==> src/rtl/drr_pkg.sv <==
// Shared types and helpers for the deficit-round-robin pop scheduler.
// The QUANTUM_LATCH_EN macro is consumed by drr_pop_scheduler.sv.
package drr_pkg;

    typedef enum logic [1:0] {
        IDLE   = 2'd0,
        CREDIT = 2'd1,
        SERVE  = 2'd2
    } drr_state_e;

    // Upper bound on requesters that the index helper can scan.
    localparam int MAX_REQS = 32;

    // Returns the first non-empty index found scanning cyclically over n
    // entries. With skip_self the scan starts just after ptr, so ptr is
    // visited last and chosen only when it is the sole non-empty entry.
    // Returns ptr unchanged when every entry is empty.
    function automatic int next_nonempty(input int                  ptr,
                                         input logic [MAX_REQS-1:0] empty,
                                         input int                  n,
                                         input logic                skip_self);
        int start;
        int idx;
        int res;
        start = skip_self ? ((ptr + 1) % n) : ptr;
        res   = ptr;
        // Walk offsets from the far end down so the nearest hit wins.
        for (int k = MAX_REQS - 1; k >= 0; k--) begin
            if (k < n) begin
                idx = (start + k) % n;
                if (!empty[idx]) begin
                    res = idx;
                end
            end
        end
        return res;
    endfunction

    // Adds two unsigned values and clamps at 2^w-1 (w must be below 32).
    function automatic logic [31:0] sat_add(input logic [31:0] a,
                                            input logic [31:0] b,
                                            input int          w);
        logic [32:0] sum;
        logic [32:0] max_val;
        sum     = {1'b0, a} + {1'b0, b};
        max_val = (33'd1 << w) - 33'd1;
        return (sum > max_val) ? max_val[31:0] : sum[31:0];
    endfunction

endpackage

==> src/rtl/drr_credit_counter.sv <==
// One requester's deficit counter: saturating quantum refill, fixed
// packet-cost debit and clear. Exactly one of clr/add_en/sub_en is
// expected per cycle; clr dominates, then add, then sub.
module drr_credit_counter
    import drr_pkg::*;
#(
    parameter int QWID  = 8,
    parameter int DCWID = QWID + 1,
    parameter int PSIZE = 8
) (
    input  logic             clk,
    input  logic             rst,
    input  logic             add_en,
    input  logic             sub_en,
    input  logic             clr,
    input  logic [QWID-1:0]  quantum,
    output logic             ge_psize,
    output logic [DCWID-1:0] deficit
);

    logic [DCWID-1:0] deficit_q;
    logic [DCWID-1:0] deficit_d;

    // Next deficit from the one active control.
    always_comb begin
        deficit_d = deficit_q;
        if (clr) begin
            deficit_d = '0;
        end else if (add_en) begin
            deficit_d = DCWID'(sat_add(32'(deficit_q), 32'(quantum), DCWID));
        end else if (sub_en) begin
            deficit_d = deficit_q - DCWID'(PSIZE);
        end
    end

    // Deficit register; reset discards any banked credit.
    always_ff @(posedge clk) begin
        if (!rst) begin
            deficit_q <= '0;
        end else begin
            deficit_q <= deficit_d;
        end
    end

    assign ge_psize = (deficit_q >= DCWID'(PSIZE));
    assign deficit  = deficit_q;

endmodule

==> src/rtl/drr_pop_scheduler.sv <==
// Deficit-round-robin pop sequencer for a bank of packet FIFOs.
// Optional feature macro: QUANTUM_LATCH_EN (quantums taken from a register
// loaded by quantum_ld instead of sampled live from input_quantums).
// Handshake: pop[i] is a one-cycle combinational command to FIFO i; it is
// only raised for a non-empty FIFO, with blk low and rst high, and the
// FIFO is expected to consume one packet on the same rising edge.
module drr_pop_scheduler
    import drr_pkg::*;
#(
    parameter int NUM_REQS = 4,
    parameter int QWID     = 8,
    parameter int PSIZE    = 8,
    parameter int DCWID    = QWID + 1,
    localparam int PTRW    = (NUM_REQS > 1) ? $clog2(NUM_REQS) : 1
) (
    input  logic                      clk,
    input  logic                      rst,
    input  logic                      blk,
    input  logic [NUM_REQS-1:0]       empty,
    input  logic [NUM_REQS*QWID-1:0]  input_quantums,
    input  logic                      quantum_ld,
    output logic [NUM_REQS-1:0]       pop,
    output logic [PTRW-1:0]           sel,
    output logic                      busy,
    output logic [1:0]                dbg_state,
    output logic [NUM_REQS*DCWID-1:0] dbg_deficit
);

    drr_state_e            state_q, state_d;
    logic [PTRW-1:0]       ptr_q, ptr_d;
    logic [NUM_REQS-1:0]   add_en, sub_en, clr, ge;
    logic [NUM_REQS*QWID-1:0] quantum_src;
    logic                  any_ne;

`ifdef QUANTUM_LATCH_EN
    logic [NUM_REQS*QWID-1:0] q_reg_q;

    // Quantum shadow register; a load mid-turn only affects later refills.
    always_ff @(posedge clk) begin
        if (!rst) begin
            q_reg_q <= '0;
        end else if (quantum_ld) begin
            q_reg_q <= input_quantums;
        end
    end

    assign quantum_src = q_reg_q;
`else
    logic unused_quantum_ld;

    assign quantum_src       = input_quantums;
    assign unused_quantum_ld = quantum_ld;
`endif

    assign any_ne = ~(&empty);

    // FSM next state, pointer advance, counter controls and pop decode.
    // blk freezes everything, including the IDLE pick and advance decisions.
    always_comb begin
        state_d = state_q;
        ptr_d   = ptr_q;
        add_en  = '0;
        sub_en  = '0;
        clr     = '0;
        pop     = '0;
        if (rst && !blk) begin
            case (state_q)
                IDLE: begin
                    if (any_ne) begin
                        ptr_d   = PTRW'(next_nonempty(int'(ptr_q), MAX_REQS'(empty),
                                                      NUM_REQS, 1'b0));
                        state_d = CREDIT;
                    end
                end
                CREDIT: begin
                    add_en[ptr_q] = 1'b1;
                    state_d       = SERVE;
                end
                SERVE: begin
                    if (!empty[ptr_q] && ge[ptr_q]) begin
                        pop[ptr_q]    = 1'b1;
                        sub_en[ptr_q] = 1'b1;
                    end else begin
                        // An empty FIFO forfeits its leftover credit; a
                        // starved one keeps it for the next turn.
                        if (empty[ptr_q]) begin
                            clr[ptr_q] = 1'b1;
                        end
                        if (any_ne) begin
                            ptr_d   = PTRW'(next_nonempty(int'(ptr_q), MAX_REQS'(empty),
                                                          NUM_REQS, 1'b1));
                            state_d = CREDIT;
                        end else begin
                            state_d = IDLE;
                        end
                    end
                end
                default: begin
                    state_d = IDLE;
                end
            endcase
        end
    end

    // State and pointer registers.
    always_ff @(posedge clk) begin
        if (!rst) begin
            state_q <= IDLE;
            ptr_q   <= '0;
        end else begin
            state_q <= state_d;
            ptr_q   <= ptr_d;
        end
    end

    for (genvar i = 0; i < NUM_REQS; i++) begin : g_cred
        drr_credit_counter #(
            .QWID  (QWID),
            .DCWID (DCWID),
            .PSIZE (PSIZE)
        ) u_cnt (
            .clk      (clk),
            .rst      (rst),
            .add_en   (add_en[i]),
            .sub_en   (sub_en[i]),
            .clr      (clr[i]),
            .quantum  (quantum_src[i*QWID +: QWID]),
            .ge_psize (ge[i]),
            .deficit  (dbg_deficit[i*DCWID +: DCWID])
        );
    end

    assign sel       = ptr_q;
    assign busy      = (state_q != IDLE);
    assign dbg_state = state_q;

endmodule

==> config.mk <==
export PLATFORM = sky130hd
export DESIGN_NAME = drr_pop_scheduler
export DESIGN_NICKNAME = d
export VERILOG_FILES = /design/src/rtl/drr_pkg.sv /design/src/rtl/drr_credit_counter.sv /design/src/rtl/drr_pop_scheduler.sv
export SDC_FILE = /design/constraint.sdc
export NUM_CORES = 1
export LEC_CHECK = 0
export BUFFER_PORTS_ARGS = -buffer_cell sky130_fd_sc_hd__buf_4
export CAP_MARGIN = 40
export CORE_AREA = 2 2 95 97
export DETAILED_ROUTE_END_ITERATION = 16
export DIE_AREA = 0 0 97 99
export GPL_ROUTABILITY_DRIVEN = 0
export PLACE_DENSITY = 0.77
export SETUP_SLACK_MARGIN = 0.02
export SLEW_MARGIN = 30
export SYNTH_ARGS = -nofsm -noshare
export SYNTH_HDL_FRONTEND = slang
export SYNTH_SLANG_ARGS = --single-unit
==> constraint.sdc <==
create_clock -name clk -period 2.2 [get_ports clk]
set_input_delay 0.22 -clock clk [delete_from_list [all_inputs] [get_ports clk]]
set_output_delay 0.22 -clock clk [all_outputs]
set_load 0.02 [all_outputs]
# == Word-level counts from Yosys, hierarchy flattened ==
# Cells that the tools add are included.
# op_classes
n_bitwise,8
muxes,65
n_reduce_logical,25
eq_ne,8
addsub,14
order_cmp,18
# op_table
cell,n
two-way mux 9 bit,12
"less-than comparator 3 x 7 -> 1 bit, second input constant",7
adder 9 x 8 -> 10 bit,4
"> comparator 10 x 9 -> 1 bit, second input constant",4
"greater-or-equal comparator 9 x 4 -> 1 bit, second input constant",4
two-way mux 4 bit,9
"subtractor 9 x 4 -> 9 bit, second input constant",4
two-way mux 2 bit,13
binary-select mux 1 bit (select 3 bit),7
OR reduction 2 bit,10
two-way mux 1 bit,19
nonzero test 2 bit,6
"adder 3 x 3 -> 4 bit, second input constant",2
"inequality test 2 bit, second input constant",4
AND reduction 8 bit,1
"less-than comparator 2 x 6 -> 1 bit, second input constant",1
case mux 2 bit (3 select lines),1
"inequality test 5 bit, second input constant",1
"adder 2 bit, second input constant",2
"adder 3 x 2 -> 4 bit, second input constant",1
bitwise AND 1 bit,4
binary-select mux 1 bit (select 2 bit),2
"inequality test 4 bit, second input constant",1
case mux 2 bit (2 select lines),1
13 further kinds,18
# word_totals
wordCells,144
output_inout_bits,45
inputBits,40
register_bits,40

# == Longest topological paths before layout ==
# Gate-level depths: netlist of run 1.
# depth
depth_word,16
ltp_mapped,11

# == By module ==
# A second synthesis of run 1 with hierarchy kept.
# hier_totals
hier_cells,492
area_unflattened_um2,4154.0
# by_module_without_submodules
mod,cells_per_inst,area_each_um2,seq_area_each_um2,n_inst
drr_credit_counter at g_cred[0].u_cnt ...,101,854.6,180.2,3
drr_credit_counter at g_cred[2].u_cnt,104,857.1,180.2,1
drr_pop_scheduler,85,733.2,80.1,1

# == Worst setup path before layout of run 1 ==
# OpenSTA, ideal clock, no wires.
# synth_path
kind,register -> register
start,register ptr_q[0] (netlist: sel[0])
end,register g_cred[0].u_cnt.deficit_q[5]
t_required_ns,2.121
period_less_slack_ns,2.425
arrival_ns,2.346
stages_incl_launch_ff,9
slack_ns,-0.225
setup_ns,0.079
path_cell_list,dfxtp_1 buf_2 inv_1 ha_1 nand3_1 a211oi_1 a21boi_0 or4b_2 o211ai_1
# synth_via
elab_chain_len,9
elab_cells_between_ends,23
cone_classes,order compare: 2; mux: 16; reduce/logical: 5
# synth_rtl
item,line,text
from (decl),drr_pop_scheduler.sv:30,"logic [PTRW-1:0] ptr_q, ptr_d;"
from (signal assigned),drr_pop_scheduler.sv:112,ptr_q <= ptr_d;
less-than comparator 2 x 3 -> 1 bit (implied by the code) / greater-or-equal comparator 2 x 1 -> 1 bit (equally long branches),"drr_pop_scheduler.sv:76, drr_pop_scheduler.sv:82, drr_pop_scheduler.sv:87",
logical AND 1 bit (implied by the code),"drr_pop_scheduler.sv:76, drr_pop_scheduler.sv:82, drr_pop_scheduler.sv:87",
two-way mux 1 bit (implied by the code),"drr_pop_scheduler.sv:76, drr_pop_scheduler.sv:82, drr_pop_scheduler.sv:87",
demux 1 bit (select 2 bit),"drr_pop_scheduler.sv:76, drr_pop_scheduler.sv:82, drr_pop_scheduler.sv:87",
two-way mux 4 bit,drr_pop_scheduler.sv:86,if (empty[ptr_q]) begin
two-way mux 4 bit,drr_pop_scheduler.sv:80,if (!empty[ptr_q] && ge[ptr_q]) begin
two-way mux 4 bit,drr_pop_scheduler.sv:67,case (state_q)
two-way mux 4 bit,drr_pop_scheduler.sv:66,if (rst && !blk) begin
OR reduction 2 bit (no line),--,
to (signal assigned),drr_credit_counter.sv:41,deficit_q <= deficit_d;
to (decl),drr_credit_counter.sv:21,logic [DCWID-1:0] deficit_q;
# Several ways; a longest one is shown, not always the timed one. The select of a mux whose other input is x is not followed.
# A chain may end at the register's enable or synchronous reset.

# == Worst setup path after layout of run 1 ==
# layout_path
start,register g_cred[0].u_cnt.deficit_q[6]
end,output port pop[1]
# layout_via
elab_chain_len,7
# layout_rtl
item,line,text
greater-or-equal comparator 9 x 4 -> 1 bit,drr_credit_counter.sv:45,assign ge_psize = (deficit_q >= DCWID'(PSIZE));
binary-select mux 1 bit (select 2 bit),drr_pop_scheduler.sv:80,
two-way mux 1 bit (implied by the code),drr_pop_scheduler.sv:80,
logical AND 1 bit,drr_pop_scheduler.sv:80,
two-way mux 4 bit,drr_pop_scheduler.sv:80,
two-way mux 4 bit,drr_pop_scheduler.sv:67,
two-way mux 4 bit,drr_pop_scheduler.sv:66,
to (decl),drr_pop_scheduler.sv:22,"output logic [NUM_REQS-1:0] pop,"
# Every way passes these cells. The select of a mux whose other input is x is not followed.

==> results of run 1 <==
[cell usage in the layout, fill, tap and decap left out, types with 5 or more instances in the layout]
cell type / n
nand4_1: 9
nand3_1: 14
or3_1: 6
nor4_1: 5
ha_4: 9
dfxtp_1: 18
nor2_1: 31
ha_1: 27
o31a_1: 9
a21o_1: 6
a211oi_1: 7
a211oi_2: 8
a31oi_1: 5
inv_1: 24
nand2b_1: 11
o211ai_1: 14
nor3_1: 13
o21ai_0: 27
buf_4: 166
o21a_1: 19
mux2i_1: 11
dfxtp_2: 18
xor2_1: 11
nand2_1: 29
clkbuf_8: 5
inv_2: 10
o31ai_1: 5
a21oi_1: 29
nor2b_1: 11
buf_6: 18
o21ai_1: 10
[report_power, final]
part | leakage, nW | internal, W | switching, W
Sequential | 0.335 | 0.000744 | 0.0000267
Clock | 0.0422 | 0.000224 | 0.000284
Combinational | 2.41 | 0.000387 | 0.000403
[synth_stat cells (all sizes together), types with 11 or more instances]
cell | count | share of area [%]
nor3 | 17 | 2.4
clkbuf | 13 | 1.1
o21a | 19 | 3.3
nor2b | 15 | 2.2
nand3 | 15 | 1.8
mux2i | 11 | 2.6
xor2 | 11 | 2.2
a21oi | 33 | 3.9
dfxtp | 40 | 19
o211ai | 16 | 3.4
o21ai | 40 | 4.8
buf | 14 | 2.6
inv | 34 | 3.0
nor2 | 31 | 2.7
ha | 40 | 12
a211oi | 15 | 2.7
nand2 | 33 | 2.9
nand2b | 12 | 1.8
[stage by stage]
step	cells	setup slack (ps)
floorplan	538	-19.5
global placement	784	-61.2
detailed placement	784	-136
CTS	805	-191
global route	816	-281
finish	816	-202
[worst max-delay path: cells and delay by family (launching register included)]
family	cells	cell delay [ps]
compound gates	2	450
buf+inv	3	310
flops	1	350
simple gates	2	760
[logic make-up after synthesis]
logic type,count (synthesis)
compound gates,191
xor+xnor,13
fa+ha+maj,44
buf+inv,61
flops,40
mux,16
simple gates,173
[repair_timing]
| item | CTS | global route |
|---|---|---|
| resized for setup | 51 | 82 |
| endpoints found under the setup margin | 28 | 38 |
| buffers inserted | 13 | 14 |
| pin swaps | 29 | 47 |
[registers in the layout, indices dropped and copies added (netlist names)]
signal and cells:
g_cred.u_cnt.deficit 36, dbg_state 2, sel 2
[layer usage]
layer / part of all wire (%) / vias to the layer above
met5: 0 / -
met4: 2.0 / 0
met3: 5.2 / 40
met2: 52 / 198
met1: 41 / 2410
li1: - / 2383
[how the worst max path moves through the flow]
stage / startpoint / endpoint / slack (ps) / cells after the start
after detailed placement: g_cred[1].u_cnt.deficit[4]$_SDFFE_PP0P_ / pop[2] / -140 / 9
after global routing: g_cred[0].u_cnt.deficit[6]$_SDFFE_PP0P_ / pop[2] / -280 / 6
after floorplan: g_cred[3].u_cnt.deficit[6]$_SDFFE_PP0P_ / pop[2] / -20 / 7
final: g_cred[0].u_cnt.deficit[6]$_SDFFE_PP0P_ / pop[1] / -200 / 7
after global placement: g_cred[3].u_cnt.deficit[6]$_SDFFE_PP0P_ / pop[2] / -60 / 6
after CTS: g_cred[0].u_cnt.deficit[6]$_SDFFE_PP0P_ / pop[2] / -190 / 6
[final cells by class]
| type | instances | area [um^2] | area share [%] |
|---|---|---|---|
| tap | 108 | 135 | 2.13 |
| multi-input combinational | 437 | 3630 | 57.3 |
| clock buffer | 7 | 76.3 | 1.20 |
| timing repair buffer | 189 | 1530 | 24.1 |
| sequential | 40 | 838 | 13.2 |
| clock inverter | 1 | 5.00 | 0.0789 |
| inverter | 34 | 128 | 2.01 |
==> run_results.csv, run 1 <==
group,metric,value,unit
placement,place_area,0.00556,mm^2
synthesis,yosys-mux-area-fraction,4.67,%
critical_path,reg2reg_from,"g_cred[0].u_cnt.deficit[6]$_SDFFE_PP0P_",
timing,worst_pin_slew,451,ps
synthesis,synth_nets,622,
critical_path,r2r_slack,-130,ps
timing,fin_hold_ws,212,ps
global_route,grt_pass1_wl,21700,um
power_and_ir_drop,leakage,2.79,nW
timing,min_period,2400,ps
clock_tree,cts_hold_buffers,0,
route,ant_nets,0,
timing,setup_violations,23,
global_route,grt_usage,26.4,%
route,drt_first_pass_iters,5,
route,num_vias,5031,
global_route,antenna_found_initial,0,
critical_path,cp-end-kind,"output pin",
critical_path,start_kind,"flop",
synthesis,synthAdderAreaFrac,13.5,%
clock_tree,clock-root-buffer,"clkbuf_8",
floorplan,dieHeight,99,um
min_path,hold_path_end,"dbg_state[0]$_SDFFE_PN0P_",
critical_path,path_max_fanout,5,
cells_and_area,area_growth,48.0,%
floorplan,die_x,97,um
placement,io_buffers,83,
synthesis,ys_ff_latch,40,
cells_and_area,finalInstanceArea,0.00634,mm^2
min_path,hold_depth,2,
synthesis,yosys.cell_types.count,75,
clock_tree,clk_pin_slew,90,ps
clock_tree,clk_path_buf_depth,2,
timing,finalCritPeriodShare,109,%
min_path,hp-start,"rst",
critical_path,cp_slowest_cell,"or4_4",
clock_tree,cts.sinks,40,
run,maxCapViolCount,0,
outcome,status,"finished, violations left",
floorplan,start_util,50.1,%
cells_and_area,nFillCells,610,
clock_tree,cts_htree_levels,2,
global_route,use_met3,2.84,%
route,drc_errors,0,
synthesis,ys_seq_area_share,18.7,%
critical_path,cpPeakStageDelay,530,ps
route,routed_wirelength,13900,um
outcome,violations,"setup timing",
critical_path,rr_worst_depth,8,
clock_tree,cts_buffers,5,
global_route,top_usage_layer,"met2",
critical_path,critical_path.cell_chain,"or4_4, a211o_1, and4_4, buf_12, o211ai_4, inv_2, buf_6",
cells_and_area,drive_above_1_share,44.2,%
synthesis,yosys_warnings,0,
min_path,hold_path.class,"in -> reg",
synthesis,synth_top_family_by_area,"compound AO/OA/AOI/OAI gates",
synthesis,synth_edf_count,0,
cells_and_area,fin_nets,791,
route,drt-initial-drc-count,217,
synthesis,async_flop_share,0,%
timing,finalSetupTns,-1360,ps
timing,timing_hold_violations_final,0,
power_and_ir_drop,finalPower,0.00207,W
route,avgViaCountPerCell,6.17,
global_route,grt_max_degree,14,
critical_path,criticalPathCategory,"reg -> out",
placement,dp_hpwl,9920,um
global_route,grt_overflow,0,
timing,max-slew-margin-rel,69.5,%
cells_and_area,n_antenna_cell,0,
route,post_drt_wl_per_cell,17.1,um
clock_tree,clk_latency,300,ps
critical_path,critical_path_required,1980,ps
floorplan,coreArea,0.00855,mm^2
timing,rsz0062_at_grt,"yes",
synthesis,postSynthAreaPerCell,7.97,um^2
floorplan,io_pins,85,
timing,setup_ws,-202,ps
synthesis,syn_inst,538,
power_and_ir_drop,vdd_drop_max,0.262,mV
synthesis,synth_compound_area_share,31.8,%
power_and_ir_drop,powerDensity,326,mW/mm^2
global_route,met1_usage,31.9,%
synthesis,syn_area,0.00429,mm^2
timing,fmax,416,MHz
floorplan,die-area,0.00960,mm^2
floorplan,rows,34,
synthesis,synthFlopType,"dfxtp_1",
critical_path,arrival,2180,ps
synthesis,synthXorXnorAreaFrac,2.66,%
timing,skew,13.1,ps
synthesis,synthSimpleGateAreaFrac,21.9,%
cells_and_area,fin_util,74.2,%
critical_path,r2r_end,"g_cred[3].u_cnt.deficit[8]$_SDFFE_PP0P_",
timing,drv_slew,0,
clock_tree,tritoncts,"yes",
global_route,grt_use_met2,50.0,%
global_route,grt_pass1_vias,4726,
(Power assumes the default switching activity.)
==> run 2, diff against run 1 <==
==> constraint.sdc (replaced) <==
create_clock -name clk -period 2.2 [get_ports clk]
set_input_delay 0.44 -clock clk [delete_from_list [all_inputs] [get_ports clk]]
set_output_delay 0.44 -clock clk [all_outputs]
set_load 0.02 [all_outputs]
==> run_results.csv, run 2 (synthesis results as in run 1) <==
group,metric,value,unit
power_and_ir_drop,powerDensity,330,mW/mm^2
power_and_ir_drop,comb_power_share,36.5,%
critical_path,critical_path_required,1760,ps
global_route,grt_pass1_vias,4972,
route,routed_wirelength,13400,um
floorplan,io_pins,85,
floorplan,die-area,0.00960,mm^2
route,ant_nets,0,
clock_tree,clk_latency,300,ps
critical_path,crit_top_cell,"buf_6",
critical_path,cp_slowest_cell,"or4b_4",
route,post_drt_wl_per_cell,15.9,um
clock_tree,tritoncts,"yes",
floorplan,rows,34,
timing,skew,3.59,ps
clock_tree,cts_hold_buffers,0,
timing,max-slew-margin-rel,40.3,%
cells_and_area,final_cell_mix,"buf_4 (198), ha_1 (37), a21oi_1 (32)",
timing,fmax,391,MHz
critical_path,criticalPathCategory,"reg -> out",
timing,setup_violations,23,
critical_path,arrival,2120,ps
global_route,grt_usage,26.8,%
critical_path,cpPeakStageDelay,530,ps
clock_tree,clock-root-buffer,"clkbuf_8",
clock_tree,clk_pin_slew,80,ps
power_and_ir_drop,clockPowerShare,26.3,%
placement,io_buffers,83,
route,maxUsedRoutingLayer,"met4",
global_route,grt_pass1_wl,22000,um
route,drt_first_pass_iters,5,
placement,dp_hpwl,10100,um
route,avgViaCountPerCell,6.00,
timing,drv_slew,0,
outcome,status,"finished, violations left",
placement,post-place-ws,-207,ps
placement,place_area,0.00583,mm^2
outcome,violations,"setup timing",
cells_and_area,largest_reg_flops,36,
floorplan,start_util,50.1,%
cells_and_area,fin_nets,815,
cells_and_area,fin_cells,840,
critical_path,cp-end-kind,"output pin",
cells_and_area,n_antenna_cell,0,
global_route,grt_max_degree,15,
timing,worst_pin_slew,886,ps
route,drt-initial-drc-count,190,
global_route,grt_overflow,0,
route,met1Wirelength,5620,um
power_and_ir_drop,leakage,2.87,nW
route,wl_met2,6860,um
timing,rsz0062_at_grt,"yes",
global_route,antenna_found_initial,0,
power_and_ir_drop,pwr-share-seq,37.2,%
floorplan,die_x,97,um
critical_path,critical_path.cell_chain,"or4b_4, a211o_1, and3_4, buf_6, o211ai_4, inv_2, buf_6",
placement,dp.cells,819,
run,maxCapViolCount,0,
critical_path,start_kind,"flop",
timing,min_period,2560,ps
route,num_vias,5036,
power_and_ir_drop,p_int,0.00138,W
route,drc_errors,0,
cells_and_area,layout_commonest_cell,"buf_4",
power_and_ir_drop,p_sw_share,33.2,%
timing,finalCritPeriodShare,116,%
clock_tree,cts.sinks,40,
min_path,hold_path.class,"in -> reg",
cells_and_area,finalInstanceArea,0.00626,mm^2
route,wl_met3,536,um
cells_and_area,drive_above_1_share,41.1,%
floorplan,dieHeight,99,um
timing,timing_hold_violations_final,0,
floorplan,coreArea,0.00855,mm^2
timing,setup_ws,-359,ps
critical_path,path_max_fanout,4,
power_and_ir_drop,p_sw,0.000685,W
clock_tree,clk_path_buf_depth,2,
cells_and_area,area_growth,45.9,%
clock_tree,cts_buffers,5,
clock_tree,cts_htree_levels,2,
power_and_ir_drop,vdd_drop_max,0.239,mV
-- run 2: layer usage --
metal,vias up,track usage [%]
li1,2422,-
met1,2415,31.8
met2,163,49.1
met3,36,3.05
met4,0,11.2
met5,-,0
-- run 2: per-stage QoR --
stage / setup TNS [ps] / total power (W) / util, % / hold WS [ps]
2_1_floorplan: -591 / 0.00119 / - / 507
3_3_place_gp: -2180 / 0.00146 / 68.2 / 477
3_5_place_dp: -3220 / 0.00148 / 68.2 / 489
4_1_cts: -4830 / 0.00203 / 72.1 / 427
5_1_grt: -5490 / 0.00214 / 73.2 / 439
6_report: -3390 / 0.00206 / 73.2 / 433
-- run 2: power by group through the flow --
stage	Combinational (W)	Sequential (W)	Clock, W
finish	0.000752	0.000768	0.000542
global route	0.000816	0.000770	0.000557
CTS	0.000726	0.000766	0.000538
detailed placement	0.000701	0.000782	0
global placement	0.000675	0.000782	0
floorplan	0.000380	0.000811	0
-- run 2: area by class of cell --
| type | instances | area, um^2 |
|---|---|---|
| Inverter | 34 | 128 |
| Timing Repair Buffer | 213 | 1660 |
| Clock buffer | 8 | 90.1 |
| Sequential cell | 40 | 833 |
| Fill cell | 604 | 2290 |
| Multi-Input combinational cell | 437 | 3410 |
| Tap cell | 108 | 135 |
-- run 2: repair_timing --
action                                 CTS  global route
gates resized for setup                 39            34
pin swaps                               22            26
endpoints found under the hold margin    0             0
setup buffers                           13             5
setup endpoints to repair               30            36
-- run 2: worst paths after layout --
path,start,end,slack [ps],depth (start not counted)
setup / recovery,g_cred[3].u_cnt.deficit[8]$_SDFFE_PP0P_,pop[1],-360,7
hold reg to reg,g_cred[3].u_cnt.deficit[5]$_SDFFE_PP0P_,g_cred[3].u_cnt.deficit[5]$_SDFFE_PP0P_,520,2
hold / removal,rst,sel[0]$_SDFFE_PN0P_,430,3
setup reg to reg,g_cred[2].u_cnt.deficit[1]$_SDFFE_PP0P_,g_cred[1].u_cnt.deficit[4]$_SDFFE_PP0P_,-190,11
-- run 2: worst max-delay path, delay by kind of cell, from the launching register on --
kind	cells	cell delay, ps
and+or+nand+nor	2	720
AOI/OAI and AO/OA	2	460
DFF	1	330
buffers and inverters	3	310
